==> config.mk <==
export PLATFORM = sky130hd
export DESIGN_NAME = countdown_chain_timer
export DESIGN_NICKNAME = d
export VERILOG_FILES = /design/src/rtl/countdown_chain_timer.sv
export SDC_FILE = /design/constraint.sdc
export NUM_CORES = 1
export LEC_CHECK = 0
export ABC_CLOCK_PERIOD_IN_PS = 2650
export BUFFER_PORTS_ARGS = -buffer_cell sky130_fd_sc_hd__buf_4
export CORE_UTILIZATION = 28
export CTS_CLUSTER_DIAMETER = 30
export CTS_CLUSTER_SIZE = 12
export DETAILED_ROUTE_END_ITERATION = 8
export PLACE_DENSITY = 0.55
export SETUP_SLACK_MARGIN = 0.4
export SLEW_MARGIN = 25
export SYNTH_ARGS = -nofsm -noshare
export SYNTH_HDL_FRONTEND = slang
export SYNTH_SLANG_ARGS = --single-unit
==> constraint.sdc <==
create_clock -name clk -period 2.65 [get_ports clk]
set_input_delay 0.53 -clock clk [delete_from_list [all_inputs] [get_ports clk]]
set_output_delay 0.53 -clock clk [all_outputs]
set_load 0.1 [all_outputs]
==> src/rtl/countdown_chain_timer.sv <==
// Loadable cascaded modulo-(STAGE_MAX+1) down-counter chain with a prescaled
// decrement tick and a start/pause/done control FSM.
//
//   state  | meaning
//   IDLE   | loaded or reset; waits for start
//   RUN    | prescaler counting, chain decrements on each prescaler wrap
//   PAUSED | prescaler and chain frozen; start resumes without reload
//   DONE   | chain reached zero; only load or reset leaves
module countdown_chain_timer #(
  parameter int STAGE_WIDTH = 4,
  parameter int NUM_STAGES  = 4,
  parameter int STAGE_MAX   = 9,
  parameter int PRESCALE    = 50000000
) (
  input  logic                              clk,
  input  logic                              reset,
  input  logic                              load,
  input  logic [STAGE_WIDTH*NUM_STAGES-1:0] load_value,
  input  logic                              start,
  input  logic                              pause,
  output logic [STAGE_WIDTH*NUM_STAGES-1:0] count,
  output logic                              tick,
  output logic                              running,
  output logic                              done
);

  localparam int CW = STAGE_WIDTH * NUM_STAGES;
  localparam int PW = (PRESCALE > 1) ? $clog2(PRESCALE) : 1;
  localparam logic [PW-1:0]          PRESC_RELOAD = PW'(PRESCALE - 1);
  localparam logic [STAGE_WIDTH-1:0] SMAX         = STAGE_WIDTH'(STAGE_MAX);

  typedef enum logic [1:0] {
    IDLE   = 2'd0,
    RUN    = 2'd1,
    PAUSED = 2'd2,
    DONE   = 2'd3
  } state_t;

  state_t        state, next_state;
  logic [PW-1:0] presc, next_presc;
  logic [CW-1:0] next_count;
  logic [CW-1:0] load_clamped;
  logic [CW-1:0] dec_count;
  logic          next_tick;
  logic          next_done;
  logic          borrow;
  logic          count_zero;
  logic          dec_zero;

  always_comb begin
    load_clamped = '0;
    for (int k = 0; k < NUM_STAGES; k++) begin
      if (load_value[k*STAGE_WIDTH +: STAGE_WIDTH] > SMAX)
        load_clamped[k*STAGE_WIDTH +: STAGE_WIDTH] = SMAX;
      else
        load_clamped[k*STAGE_WIDTH +: STAGE_WIDTH] = load_value[k*STAGE_WIDTH +: STAGE_WIDTH];
    end
  end

  // Stage k steps only while every lower stage reads zero (borrow chain).
  always_comb begin
    dec_count = count;
    borrow    = 1'b1;
    for (int k = 0; k < NUM_STAGES; k++) begin
      if (borrow) begin
        if (count[k*STAGE_WIDTH +: STAGE_WIDTH] == '0)
          dec_count[k*STAGE_WIDTH +: STAGE_WIDTH] = SMAX;
        else
          dec_count[k*STAGE_WIDTH +: STAGE_WIDTH] =
            count[k*STAGE_WIDTH +: STAGE_WIDTH] - STAGE_WIDTH'(1);
      end
      borrow = borrow & (count[k*STAGE_WIDTH +: STAGE_WIDTH] == '0);
    end
  end

  assign count_zero = (count == '0);
  assign dec_zero   = (dec_count == '0);

  always_comb begin
    next_state = state;
    next_count = count;
    next_presc = presc;
    next_tick  = 1'b0;
    next_done  = 1'b0;
    if (load) begin
      next_state = IDLE;
      next_count = load_clamped;
      next_presc = PRESC_RELOAD;
    end else begin
      case (state)
        IDLE: begin
          if (start) begin
            if (count_zero) begin
              next_state = DONE;
              next_done  = 1'b1;
            end else begin
              next_state = RUN;
              next_presc = PRESC_RELOAD;
            end
          end
        end
        RUN: begin
          if (pause) begin
            next_state = PAUSED;
          end else if (presc == '0) begin
            next_presc = PRESC_RELOAD;
            next_count = dec_count;
            next_tick  = 1'b1;
            if (dec_zero) begin
              next_state = DONE;
              next_done  = 1'b1;
            end
          end else begin
            next_presc = presc - PW'(1);
          end
        end
        PAUSED: begin
          if (start && !pause) next_state = RUN;
        end
        DONE: begin
          next_state = DONE;
        end
        default: next_state = IDLE;
      endcase
    end
  end

  always_ff @(posedge clk) begin
    if (reset) begin
      state   <= IDLE;
      count   <= '0;
      presc   <= PRESC_RELOAD;
      tick    <= 1'b0;
      done    <= 1'b0;
      running <= 1'b0;
    end else begin
      state   <= next_state;
      count   <= next_count;
      presc   <= next_presc;
      tick    <= next_tick;
      done    <= next_done;
      running <= (next_state == RUN);
    end
  end

endmodule

# == Word-level counts from Yosys, hierarchy flattened ==
# Index checks and enable logic that the tools add are counted.
# classes
magnitude_cmp,4
addsub,5
n_bitwise,3
eq_ne,8
reduce_logical,17
mux,35
# ops
cell,count
$mux W26,4
$mux W16,4
$pmux W26 S2,1
$mux W4,11
$logic_not A16 Y1,2
$logic_not A26 Y1,1
$sub A26 B1 Y26 const B,1
$gt A4 B4 Y1 const B,4
$logic_not A4 Y1,4
$sub A4 B1 Y4 const B,4
$mux W2,7
$ne A2 B2 Y1 const B,4
$pmux W2 S4,1
$mux W1,6
$reduce_bool A2 Y1,3
$eq A2 B1 Y1 const B,2
$eq A2 B2 Y1 const B,2
$reduce_and A4 Y1,1
$reduce_or A4 Y1,1
$reduce_and A3 Y1,1
$and A1 B1 Y1,2
$logic_not A2 Y1,1
$pmux W1 S2,1
$reduce_or A2 Y1,1
3 further kinds,3
# word_totals
elab_cells,78
input_bits,21
ff_bits,47

# == Depth between registers and ports, before layout ==
# Gate-level depths: netlist (run 1).
# depth
word_depth,11
depth_mapped,8
mapped_depth_nobuf,7

# == Least setup slack after synthesis (run 1) ==
# Ideal clock, no wire load.
# synth_path
path_type,register to register
startpoint,reg count[0]
endpoint,reg presc[25]
t_arrival_ns,2.461
setup_time_ns,0.151
setup_slack_ns,0.037
path_stages_with_launch,7
n_path_buf,1
cell_sequence,dfxtp_1 > nor4_2 > nand2_1 > o31a_1 > a21oi_2 > buf_2 > o211ai_1
# synth_via
elab_chain_len,3
# synth_rtl
item,line_no,text
start: declaration,21,"output logic [STAGE_WIDTH*NUM_STAGES-1:0] count,"
start signal: assignment,138,count <= next_count;
$logic_not A16 Y1,76,assign count_zero = (count == '0);
$ne A2 B2 Y1 (no line),n/a,
$reduce_and A4 Y1 (no line),n/a,
end signal: assignment,139,presc <= next_presc;
end: declaration,40,"logic [PW-1:0] presc, next_presc;"
# No other way between the ends.
# A chain may end at the register's enable or synchronous reset.

# == Worst setup path in the final report (run 1) ==
# layout_path
startpoint,reg presc[14]
endpoint,reg count[6]
# layout_via
elab_chain_len,3
# layout_rtl
item,line_no,text
$logic_not A26 Y1,105,end else if (presc == '0) begin
$reduce_bool A2 Y1 (no line),n/a,
$reduce_and A3 Y1 (no line),n/a,
# No other way between the ends.

==> results of run 1 <==
[where the power goes]
part	switching, uW	internal (uW)	leakage, uW	total [uW]
clock	263	211	0.0000482	475
combinational	256	117	0.000874	373
sequential	36.2	727	0.000389	763
[stage by stage]
step                instances  worst slack, ns
detailed placement        517            0.257
finish                    537            0.360
global placement          517            0.357
floorplan                 342            0.398
CTS                       528            0.347
global route              537            0.297
[flip-flops by register name, summed over array words and instances (netlist names)]
name / count
running: 1
tick: 1
state: 2
done: 1
presc: 26
count: 16
[worst max-delay path: stages, from the launching register on]
cell                       delay [ns]
sky130_fd_sc_hd__dfxtp_2         0.36
sky130_fd_sc_hd__nor4_4          0.38
sky130_fd_sc_hd__nand3_2         0.15
sky130_fd_sc_hd__or4b_4          0.58
sky130_fd_sc_hd__or4_1           0.48
sky130_fd_sc_hd__a311oi_1        0.26
[how the worst min path moves through the flow]
stage	from	to	slack, ns	cells past startpoint
floorplan	presc[1]	presc[1]	0.46	2
global placement	presc[1]	presc[1]	0.47	2
detailed placement	presc[1]	presc[1]	0.47	2
CTS	load_value[14]	count[14]	0.42	3
global route	load_value[14]	count[14]	0.44	3
finish	load_value[14]	count[14]	0.42	3
[layer usage]
metal / track usage [%] / up-vias / wire length, um
met5: 0 / - / 0
met4: 6.02 / 0 / 188
met3: 3.46 / 17 / 385
met2: 25.7 / 72 / 4010
met1: 19.5 / 1381 / 4140
li1: - / 1427 / -
[cell usage in the layout (no fill, tap or decap), types with 6 or more instances in the layout]
master,count
sky130_fd_sc_hd__a21oi_1,21
sky130_fd_sc_hd__buf_4,68
sky130_fd_sc_hd__clkbuf_8,6
sky130_fd_sc_hd__dfxtp_1,21
sky130_fd_sc_hd__dfxtp_2,24
sky130_fd_sc_hd__inv_1,13
sky130_fd_sc_hd__nand2_1,12
sky130_fd_sc_hd__nand2b_1,7
sky130_fd_sc_hd__nand3_1,7
sky130_fd_sc_hd__nor2_1,27
sky130_fd_sc_hd__nor3_1,10
sky130_fd_sc_hd__nor3_2,6
sky130_fd_sc_hd__nor4_4,10
sky130_fd_sc_hd__o21ai_0,16
sky130_fd_sc_hd__o21ai_1,11
sky130_fd_sc_hd__o31ai_1,10
sky130_fd_sc_hd__or2_2,8
sky130_fd_sc_hd__or3_1,8
sky130_fd_sc_hd__or4_1,10
[cell families (layout without fill, tap and decap cells)]
group                    after synthesis  in the layout  share of synthesized area (%)
adder cells (fa/ha/maj)                2              2                          0.865
AND/OR/NAND/NOR                      145            146                           32.9
XOR/XNOR                              10             10                           3.03
AO/OA/AOI/OAI                        103            103                           24.5
flip-flops                            47             47                           32.5
buffers and inverters                 30             91                           4.54
multiplexers                           5              5                           1.73
[area by class of cell]
cell class / count / area (sq um)
Inverter: 15 / 56.3
Fill cell: 1031 / 6090
Multi-Input combinational cell: 266 / 2010
Clock inverter: 1 / 5.00
Sequential cell: 47 / 978
Clock buffer: 7 / 86.3
Tap cell: 133 / 166
Timing Repair Buffer: 68 / 510
[repair_timing]
item,in CTS,in global routing
buffers inserted,3,8
resized for setup,15,26
hold endpoints to repair,0,0
pin swaps,6,15
endpoints found under the setup margin,33,25
gates cloned,0,1
==> qor.log, run 1 <==
[place] global placer's final weighted congestion 0.793
[drt] DR vias 2,897
[sta] hold violation count in the final report 0
[critical_path] critical path class reg2reg
[critical_path] Arr. time, crit path 2.52 ns
[sta] RSZ-0062 raised after global routing yes
[synth] EDFF count, synth 0
[sta] worst slack on hold paths 0.425 ns
[sta] clock period minus final worst setup slack 2.29 ns
[sta] maximum clock skew at final layout 0.0131 ns
[drt] detailed-router iteration count before antenna repair 4
[synth] most common cell in the netlist sky130_fd_sc_hd__dfxtp_1
[cts] CTS Root Cell sky130_fd_sc_hd__clkbuf_8
[run_status] status completed
[cts] hold buffer count at CTS 0
[floorplanning] count of standard-cell rows 36
[synth] largest cells by area after synthesis sky130_fd_sc_hd__dfxtp_1 (33%), sky130_fd_sc_hd__a21oi_1 (3.6%), sky130_fd_sc_hd__nor2_1 (3.5%)
[synth] Top FF cell, synth sky130_fd_sc_hd__dfxtp_1
[sta] max_slew headroom 64.6%
[synth] post-synthesis cell type with the largest combined area sky130_fd_sc_hd__dfxtp_1
[drt] remaining design rule violation count 0
[power] Cell Pwr Density 422 mW/mm^2
[finish] antenna diode instance count 0
[min_path] worst min path class in2reg
[synth] top cells by instance count after synthesis sky130_fd_sc_hd__dfxtp_1 (47), sky130_fd_sc_hd__nor2_1 (27), sky130_fd_sc_hd__a21oi_1 (21)
[grt] GR Overflow Total 0
[floorplanning] Die Span X 104 um
[critical_path] type of destination of the critical path flop
[floorplanning] die boundary height 104 um
[finish] share of final-layout standard cells stronger than drive strength 1 38.1%
[place] placed cell areas 0.00345 sq mm
[synth] count of synthesis-stage warnings from yosys 0
[synth] mapped cell area 0.00289 sq mm
[power] Final Total Pwr 1610 uW
[critical_path] Reg-to-Reg Start presc[14]
[sta] maximum frequency from static timing analysis 437 MHz
[synth] number of register bits inferred by synthesis 47
[grt] via count of the first global-routing pass 2,708
[drt] drt total wl 8730 um
[sta] Setup-failing EPs final 0
[critical_path] FF-to-FF path depth 5
[sta] max-slew violation count 0
[synth] mean instance size in the synthesized netlist 8.46 sq um
[grt] wire length of the first global-routing pass 13,600 um
[critical_path] worst-path maximum fanout 6
[cts] insertion delay to the later sink of the worst-skew pair 0.31 ns
[drt] Starting DRT DRC Count 164
[power] cell leakage power 0.00131 uW
[place] detailed placement HPWL 6050 um
[critical_path] end of the worst register-to-register path count[6]
[flow_run] number of violations of the max-capacitance limit 0
[finish] Area Overhead vs Synth 31.8%
[synth] area fraction of the dominant cell type after synthesis 32.5%
[critical_path] Worst setup SP type flop
[finish] final-stage net count 426
[cts] deepest level of the CTS H-tree 2
[cts] clock-pin transition on the worst setup and hold timing paths 0.10 ns
[sta] Worst-Margin Slew 0.531 ns
[floorplanning] effective utilization at floorplan 29.2%
[drt] vias per std cell 5.39
[power] maximum ir drop on the vdd rail 0.218 mV
[sta] final worst-path cycle share 86.4%
[synth] number of unique standard cell types used by synthesis 65
[sta] accumulated negative setup slack 0 ns
[critical_path] CP endpoint count[6]
[grt] initial antenna violation count 0
[critical_path] launch point of the critical path presc[14]
[synth] post-synthesis cell count 342
[critical_path] slack of the worst reg-to-reg path 0.36 ns
[floorplanning] I/O Pins 40
[cts] # clock sinks 47
[cts] Max Buffers Root-to-Sink 2
[synth] sequential element share of the synthesized area 32.5%
[finish] area of all placed cells without fillers 0.00381 sq mm
[finish] share of the core filled with cells in the final layout 38.5%
[floorplanning] area inside the core boundary 0.00991 sq mm
[grt] pin count of the biggest net entering global routing 18
[synth] Synth async-reset ratio 0%
[drt] wire length per cell after detailed routing 16.2 um
[floorplanning] Die Footprint 0.0107 sq mm
[drt] count of antenna-violating nets left after detailed routing 0
[place] Buffers on Ports 39
[critical_path] critical path data required time 2.88 ns
[synth] Syn Nets 365
[cts] clock tree from TritonCTS yes
[cts] TritonCTS Buffers 5
[grt] Tot GR Track Use 15.5%
No activity file was read; power rests on OpenSTA's default activity.
==> run 2: changes to the inputs <==
- ABC_AREA: not set -> 1
==> run 2 against run 1 <==
  * Largest power group unchanged
  * Non-clock buffer count down 25
  * Critical path type unchanged
  * Critical path depth up 8
  * Via count down 3.1%
  * Combinational power up 17%
  * Total power up 1.9%
  * Largest cell class unchanged
  * Global-route usage down 1.7 points
  * Clock skew down 0.0050 ns
  * Final area down 13%
  * Clock power down 6.5%
==> qor.log, run 2 <==
[sta] max-slew violation count 0 [unchanged]
[synth] top cells by instance count after synthesis sky130_fd_sc_hd__nand2_1 (78), sky130_fd_sc_hd__inv_1 (62), sky130_fd_sc_hd__nor2_1 (61) [was sky130_fd_sc_hd__dfxtp_1 (47), sky130_fd_sc_hd__nor2_1 (27), sky130_fd_sc_hd__a21oi_1 (21)]
[drt] vias per std cell 4.63 [was 5.39]
[finish] area of the multi-input gates 0.00155 sq mm [was 0.00201 sq mm]
[power] portion of total power attributed to the clock network 27.1% [was 29.5%]
[critical_path] critical path data required time 2.83 ns [was 2.88 ns]
[drt] drt total wl 6860 um [was 8730 um]
[floorplanning] effective utilization at floorplan 28.8% [was 29.2%]
[power] cell leakage power 0.00145 uW [was 0.00131 uW]
[drt] Starting DRT DRC Count 119 [was 164]
[critical_path] Reg-to-Reg Start count[0] [was presc[14]]
[critical_path] type of destination of the critical path flop [unchanged]
[synth] Synth async-reset ratio 0% [unchanged]
[synth] sequential element share of the synthesized area 33.6% [was 32.5%]
[sta] maximum frequency from static timing analysis 497 MHz [was 437 MHz]
[critical_path] longest individual stage delay on the worst path 0.47 ns [was 0.58 ns]
[drt] detailed-router iteration count before antenna repair 4 [unchanged]
[sta] worst slack on hold paths 0.442 ns [was 0.425 ns]
[place] Buffers on Ports 39 [unchanged]
[sta] final worst-path cycle share 75.9% [was 86.4%]
[finish] leading cell type in the layout, fill and taps excluded sky130_fd_sc_hd__nand2_1 [was sky130_fd_sc_hd__buf_4]
[synth] largest cells by area after synthesis sky130_fd_sc_hd__dfxtp_1 (34%), sky130_fd_sc_hd__nand2_1 (10%), sky130_fd_sc_hd__inv_1 (8.3%) [was sky130_fd_sc_hd__dfxtp_1 (33%), sky130_fd_sc_hd__a21oi_1 (3.6%), sky130_fd_sc_hd__nor2_1 (3.5%)]
[drt] DR vias 2,806 [was 2,897]
[cts] CTS Root Cell sky130_fd_sc_hd__clkbuf_8 [unchanged]
[critical_path] end of the worst register-to-register path presc[22] [was count[6]]
[power] Final Total Pwr 1640 uW [was 1610 uW]
[grt] Tot GR Track Use 13.8% [was 15.5%]
[floorplanning] I/O Pins 40 [unchanged]
[finish] highest-count cells in the layout ignoring fill and taps sky130_fd_sc_hd__nand2_1 (78), sky130_fd_sc_hd__inv_1 (62), sky130_fd_sc_hd__nor2_1 (60) [was sky130_fd_sc_hd__buf_4 (68), sky130_fd_sc_hd__nor2_1 (27), sky130_fd_sc_hd__dfxtp_2 (24)]
[finish] share of final-layout standard cells stronger than drive strength 1 15.2% [was 38.1%]
[drt] remaining design rule violation count 0 [unchanged]
[power] Combinational Power Share 26.5% [was 23.2%]
[synth] Top FF cell, synth sky130_fd_sc_hd__dfxtp_1 [unchanged]
[finish] registers with the most flip-flops presc: 26 flops, count: 16 flops, state: 2 flops [unchanged]
[critical_path] critical path class reg2reg [unchanged]
[sta] Worst-Margin Slew 0.414 ns [was 0.531 ns]
[min_path] worst min path class in2reg [unchanged]
[grt] wire length of the first global-routing pass 11,700 um [was 13,600 um]
[flow_run] number of violations of the max-capacitance limit 0 [unchanged]
[run_status] status completed [unchanged]
[critical_path] worst-path maximum fanout 16 [was 6]
[power] net switching power 583 uW [was 555 uW]
[critical_path] CP endpoint presc[22] [was count[6]]
[cts] Max Buffers Root-to-Sink 2 [unchanged]
[critical_path] Arr. time, crit path 2.19 ns [was 2.52 ns]
[floorplanning] Die Footprint 0.0104 sq mm [was 0.0107 sq mm]
[synth] number of unique standard cell types used by synthesis 37 [was 65]
[synth] EDFF count, synth 0 [unchanged]
[sta] Setup-failing EPs final 0 [unchanged]
[sta] clock period minus final worst setup slack 2.01 ns [was 2.29 ns]
[sta] hold violation count in the final report 0 [unchanged]
[synth] area fraction of the dominant cell type after synthesis 33.6% [was 32.5%]
[place] detailed placement HPWL 5190 um [was 6050 um]
[cts] clock tree from TritonCTS yes [unchanged]
[cts] clock-pin transition on the worst setup and hold timing paths 0.09 ns [was 0.10 ns]
[place] global placer's final weighted congestion 0.841 [was 0.793]
[finish] Most flops, register presc [unchanged]
[synth] post-synthesis cell type with the largest combined area sky130_fd_sc_hd__dfxtp_1 [unchanged]
[cts] # clock sinks 47 [unchanged]
[power] Cell Pwr Density 493 mW/mm^2 [was 422 mW/mm^2]
[grt] GR Overflow Total 0 [unchanged]
[cts] hold buffer count at CTS 0 [unchanged]
[floorplanning] die boundary height 102 um [was 104 um]
[cts] deepest level of the CTS H-tree 2 [unchanged]
[synth] most common cell in the netlist sky130_fd_sc_hd__nand2_1 [was sky130_fd_sc_hd__dfxtp_1]
[min_path] cell depth of the worst hold path 2 [was 3]
[sta] maximum clock skew at final layout 0.00810 ns [was 0.0131 ns]
[synth] number of register bits inferred by synthesis 47 [unchanged]
[synth] mapped cell area 0.00280 sq mm [was 0.00289 sq mm]
[synth] Syn Nets 457 [was 365]
[sta] RSZ-0062 raised after global routing yes [unchanged]
[critical_path] Worst setup SP type flop [unchanged]
[drt] wire length per cell after detailed routing 11.3 um [was 16.2 um]
[finish] Filler cells 1,052 [was 1,031]
[finish] antenna diode instance count 0 [unchanged]
[finish] Area Overhead vs Synth 18.9% [was 31.8%]
[grt] initial antenna violation count 0 [unchanged]
[synth] count of synthesis-stage warnings from yosys 0 [unchanged]
[power] Int Power 1060 uW [was 1050 uW]
[sta] accumulated negative setup slack 0 ns [unchanged]
[cts] TritonCTS Buffers 5 [unchanged]
[power] Flop pwr share 46.4% [was 47.4%]
[grt] via count of the first global-routing pass 2,544 [was 2,708]
[power] Switching Fraction 35.5% [was 34.5%]
[power] maximum ir drop on the vdd rail 0.215 mV [was 0.218 mV]
[finish] final-stage net count 496 [was 426]
[critical_path] cells along the critical path nor2_4 > nand2_4 > nor2_8 > nand2_4 > nor2_4 > nand2_2 > nand2_4 > inv_2 > nand2_1 > nor2_1 > nand3_1 > nand2_1 > nand3_1 [was nor4_4 > nand3_2 > or4b_4 > or4_1 > a311oi_1]
[cts] insertion delay to the later sink of the worst-skew pair 0.30 ns [was 0.31 ns]
[sta] max_slew headroom 72.3% [was 64.6%]
[critical_path] FF-to-FF path depth 13 [was 5]
[finish] storage element area 946 sq um [was 978 sq um]
[floorplanning] Die Span X 102 um [was 104 um]
[floorplanning] area inside the core boundary 0.00973 sq mm [was 0.00991 sq mm]
[synth] post-synthesis cell count 434 [was 342]
[critical_path] slack of the worst reg-to-reg path 0.64 ns [was 0.36 ns]
[critical_path] critical path's slowest cell sky130_fd_sc_hd__dfxtp_1 [was sky130_fd_sc_hd__or4b_4]
[floorplanning] count of standard-cell rows 36 [unchanged]
[grt] pin count of the biggest net entering global routing 19 [was 18]
[drt] count of antenna-violating nets left after detailed routing 0 [unchanged]
[critical_path] dominant cell type by count on the critical path sky130_fd_sc_hd__nand2_4
[synth] mean instance size in the synthesized netlist 6.45 sq um [was 8.46 sq um]
[finish] max FFs per register 26 [unchanged]
[critical_path] launch point of the critical path count[0] [was presc[14]]
==> run 2: metal layers <==
| layer | global-route usage (%) | routed length [um] | vias up |
|---|---|---|---|
| met5 | 0 | 0 | - |
| met4 | 2.64 | 53 | 0 |
| met3 | 1.71 | 176 | 4 |
| met2 | 24.5 | 3250 | 39 |
| met1 | 18.1 | 3380 | 1261 |
| li1 | - | - | 1502 |
==> run 2: power groups by stage <==
stage | logic [uW] | clock network, uW | registers, uW
floorplan | 201 | 0 | 911
global placement | 432 | 0 | 777
detailed placement | 435 | 0 | 778
CTS | 436 | 476 | 761
global route | 476 | 498 | 766
finish | 435 | 444 | 761
==> run 2: timing repair <==
action	4_1_cts	5_1_grt
resized for setup	0	1
endpoints found under the setup margin	0	4
setup buffers	0	1
==> run 2: logic make-up (layout without fill, tap and decap cells) <==
group / after synthesis / in the layout / synth area share, %
xor+xnor: 5 / 5 / 1.56
buf+inv: 76 / 115 / 11.1
fa+ha+maj: 2 / 2 / 0.894
flops: 47 / 47 / 33.6
compound gates: 92 / 92 / 18.4
simple gates: 212 / 212 / 34.4
==> run 2: worst min path at each step <==
stage / start / endpoint / slack (ns)
2_1_floorplan: presc[9] / presc[9] / 0.44
3_3_place_gp: presc[23] / presc[23] / 0.47
3_5_place_dp: presc[9] / presc[9] / 0.47
4_1_cts: reset / state[1] / 0.42
5_1_grt: reset / state[1] / 0.42
6_report: reset / state[1] / 0.44
==> run 2: area by class of cell <==
class	count	area share, %
clock buffer	6	2.48
clock inverter	1	0.150
inverter	65	7.33
multi-input combinational	311	46.5
sequential	47	28.4
tap	133	5.00
timing repair buffer	43	10.1
==> run 2: stage by stage <==
stage	util [%]	area, sq um	setup slack, ns	std cells
CTS	34.1	3320	0.565	605
detailed placement	33.2	3230	0.591	598
global route	34.2	3330	0.381	606
finish	34.2	3330	0.638	606
global placement	33.2	3230	0.618	598
floorplan	-	2800	0.412	434
==> run 2: worst max-delay path, delay by kind of cell, from the launching register on <==
family                 cells  cell delay (ns)
buffers and inverters      1             0.23
and+or+nand+nor           12             1.19
DFF                        1             0.47
==> run 3: changes to the inputs <==
- ABC_CLOCK_PERIOD_IN_PS: 2650 -> 2000
- clock period: 2.65 -> 2 ns (I/O delays scaled with it)
==> run 3 against run 2 <==
  * Fmax rose by 20%
  * Combinational power grew 72%
  * Final area increased by 25%
  * Largest power group unchanged
  * Sequential power up 31%
  * Sequential share of layout area shrank 3.9 points
==> qor.log, run 3 (same netlist as run 2, synthesis figures left out) <==
[critical_path] Arr. time, crit path 1.88 ns [was 2.19 ns]
[finish] registers with the most flip-flops presc: 26 flops, count: 16 flops, state: 2 flops [unchanged]
[sta] max_slew headroom 71.8% [was 72.3%]
[critical_path] Reg-to-Reg Start presc[2] [was count[0]]
[finish] Filler cells 1,008 [was 1,052]
[critical_path] worst-path maximum fanout 14 [was 16]
[sta] clock period minus final worst setup slack 1.68 ns [was 2.01 ns]
[finish] highest-count cells in the layout ignoring fill and taps sky130_fd_sc_hd__buf_4 (81), sky130_fd_sc_hd__nand2_1 (67), sky130_fd_sc_hd__inv_1 (52) [was sky130_fd_sc_hd__nand2_1 (78), sky130_fd_sc_hd__inv_1 (62), sky130_fd_sc_hd__nor2_1 (60)]
[power] Int Power 1500 uW [was 1060 uW]
[finish] final-stage net count 543 [was 496]
[cts] clock-pin transition on the worst setup and hold timing paths 0.09 ns [about the same]
[finish] max FFs per register 26 [unchanged]
[sta] maximum clock skew at final layout 0.00681 ns [was 0.00810 ns]
[critical_path] launch point of the critical path presc[2] [was count[0]]
[power] cell leakage power 0.00174 uW [was 0.00145 uW]
[power] net switching power 857 uW [was 583 uW]
[floorplanning] area inside the core boundary 0.00973 sq mm [unchanged]
[grt] Tot GR Track Use 15.8% [was 13.8%]
[floorplanning] count of standard-cell rows 36 [unchanged]
[place] Buffers on Ports 39 [unchanged]
[run_status] status completed [unchanged]
[sta] final worst-path cycle share 83.9% [was 75.9%]
[grt] pin count of the biggest net entering global routing 19 [unchanged]
[power] Flop pwr share 42.4% [was 46.4%]
[min_path] worst min path class in2reg [unchanged]
[drt] met3 wire length 301 um [was 176 um]
[drt] DR vias 3,110 [was 2,806]
[sta] maximum frequency from static timing analysis 596 MHz [was 497 MHz]
[finish] antenna diode instance count 0 [unchanged]
[finish] share of the core filled with cells in the final layout 42.7% [was 34.2%]
[cts] # clock sinks 47 [unchanged]
[floorplanning] Die Span X 102 um [unchanged]
[drt] Starting DRT DRC Count 116 [was 119]
[floorplanning] I/O Pins 40 [unchanged]
[drt] drt total wl 8270 um [was 6860 um]
[sta] max-slew violation count 0 [unchanged]
[finish] leading cell type in the layout, fill and taps excluded sky130_fd_sc_hd__buf_4 [was sky130_fd_sc_hd__nand2_1]
[critical_path] type of destination of the critical path flop [unchanged]
[drt] remaining design rule violation count 0 [unchanged]
[sta] accumulated negative setup slack 0 ns [unchanged]
[sta] Worst-Margin Slew 0.420 ns [was 0.414 ns]
[sta] worst slack on hold paths 0.304 ns [was 0.442 ns]
[grt] via count of the first global-routing pass 2,870 [was 2,544]
[cts] TritonCTS Buffers 5 [unchanged]
[drt] wire length per cell after detailed routing 12.6 um [was 11.3 um]
[critical_path] cells along the critical path inv_1 > nand2_2 > nor3_2 > nand2_1 > nor2_4 > nor2_4 > o21ai_4 > clkinv_4 > o21ai_1 > a21oi_1 [was nor2_4 > nand2_4 > nor2_8 > nand2_4 > nor2_4 > nand2_2 > nand2_4 > inv_2 > nand2_1 > nor2_1 > nand3_1 > nand2_1 > nand3_1]
[grt] wire length of the first global-routing pass 13,000 um [was 11,700 um]
[finish] Most flops, register presc [unchanged]
[cts] Max Buffers Root-to-Sink 2 [unchanged]
[floorplanning] effective utilization at floorplan 28.8% [unchanged]
[sta] RSZ-0062 raised after global routing yes [unchanged]
[drt] top routing layer in use met4 [unchanged]
[critical_path] Worst setup SP type flop [unchanged]
[finish] share of final-layout standard cells stronger than drive strength 1 39.9% [was 15.2%]
[drt] count of antenna-violating nets left after detailed routing 0 [unchanged]
[floorplanning] Die Footprint 0.0104 sq mm [unchanged]
[cts] insertion delay to the later sink of the worst-skew pair 0.30 ns [about the same]
[cts] deepest level of the CTS H-tree 2 [unchanged]
[power] maximum ir drop on the vdd rail 0.276 mV [was 0.215 mV]
[floorplanning] die boundary height 102 um [unchanged]
[grt] initial antenna violation count 0 [unchanged]
[power] Cell Pwr Density 568 mW/mm^2 [was 493 mW/mm^2]
[cts] clock tree from TritonCTS yes [unchanged]
[finish] Cell Count, Final, Fillers Out 654 [was 606]
[place] global placer's final weighted congestion 0.823 [was 0.841]
[power] portion of total power attributed to the clock network 25.8% [was 27.1%]
[place] detailed placement HPWL 5310 um [was 5190 um]
[place] number of placed instances with taps included 602 [was 598]
[critical_path] critical path class reg2reg [unchanged]
[critical_path] critical path's slowest cell sky130_fd_sc_hd__dfxtp_1 [unchanged]
[critical_path] critical path data required time 2.20 ns [was 2.83 ns]
[critical_path] dominant cell type by count on the critical path sky130_fd_sc_hd__nor2_4 [was sky130_fd_sc_hd__nand2_4]
[flow_run] number of violations of the max-capacitance limit 0 [unchanged]
[drt] detailed-router iteration count before antenna repair 4 [unchanged]
[drt] met1 routed wirelength after detailed routing 3840 um [was 3380 um]
[finish] Area Overhead vs Synth 48.4% [was 18.9%]
[critical_path] longest individual stage delay on the worst path 0.32 ns [was 0.47 ns]
[cts] CTS Root Cell sky130_fd_sc_hd__clkbuf_8 [unchanged]
[drt] vias per std cell 4.76 [was 4.63]
[sta] hold violation count in the final report 0 [unchanged]
[power] Switching Fraction 36.3% [was 35.5%]
[sta] Setup-failing EPs final 0 [unchanged]
[drt] total length of routed met2 wires 4010 um [was 3250 um]
[power] Combinational Power Share 31.8% [was 26.5%]
[min_path] HP Start reset [unchanged]
[grt] GR Overflow Total 0 [unchanged]
run 3: changes by cell type in the layout (fill, tap and decap cells not counted), moves of 6 or more:
cell | before | now
sky130_fd_sc_hd__nand3_1 | 40 | 34
sky130_fd_sc_hd__nor2_2 | 3 | 17
sky130_fd_sc_hd__nand2_2 | 1 | 8
sky130_fd_sc_hd__dfxtp_4 | 0 | 18
sky130_fd_sc_hd__nor2_1 | 60 | 32
sky130_fd_sc_hd__nor2_4 | 3 | 17
sky130_fd_sc_hd__o21ai_1 | 1 | 14
sky130_fd_sc_hd__nand2_1 | 78 | 67
sky130_fd_sc_hd__nand3_2 | 0 | 6
sky130_fd_sc_hd__o21ai_0 | 46 | 32
sky130_fd_sc_hd__inv_1 | 62 | 52
sky130_fd_sc_hd__dfxtp_1 | 43 | 22
sky130_fd_sc_hd__buf_4 | 42 | 81
run 3: through the flow:
stage          setup slack (ns)  area, sq um  power, uW
2_1_floorplan             0.296         2890       1480
3_3_place_gp              0.181         3340       1610
3_5_place_dp              0.129         3340       1610
4_1_cts                   0.317         3910       2320
5_1_grt                   0.196         4150       2480
6_report                  0.321         4150       2360
run 3: final timing paths:
kind                             endpoint  depth (start not counted)  slack (ns)
worst max-delay path             presc[9]                         10        0.32
worst min-delay path             state[1]                          2        0.30
worst max register to register   presc[9]                         10        0.32
worst min register to register  presc[25]                          2        0.50
run 3: routing by layer:
layer / global-route usage [%] / vias to the layer above
li1: - / 1596
met5: 0 / -
met4: 5.38 / 0
met1: 19.3 / 1444
met2: 28.1 / 61
met3: 2.74 / 9
run 3: area by class of cell:
class	count	area, sq um	share of cell area, %
flip-flops and latches	47	1020	24.5
inverters	65	269	6.48
clock buffers	6	82.6	1.99
clock inverters	2	11.3	0.271
multi-input cells	311	1860	44.8
repair buffers	90	747	18.0
well taps	133	166	4.01
run 3: power groups by stage:
stage               clock [uW]  combinational [uW]  sequential [uW]
global placement             0                 584             1030
floorplan                    0                 271             1210
CTS                        634                 684             1000
global route               669                 808             1010
finish                     610                 750             1000
detailed placement           0                 585             1030
run 3: repair_timing:
item                       CTS  global route
pin swaps                   21            26
gates resized for setup     75            50
setup endpoints to repair   45            45
hold buffers                 0             0
cloned                       2             0
buffers inserted            28            14
run 3: worst max-delay path, delay by kind of cell, from the launching register on:
kind                   cells  cell delay (ns)
AO/OA/AOI/OAI              3             0.37
flip-flops                 1             0.32
buffers and inverters      2             0.33
AND/OR/NAND/NOR            5             0.57
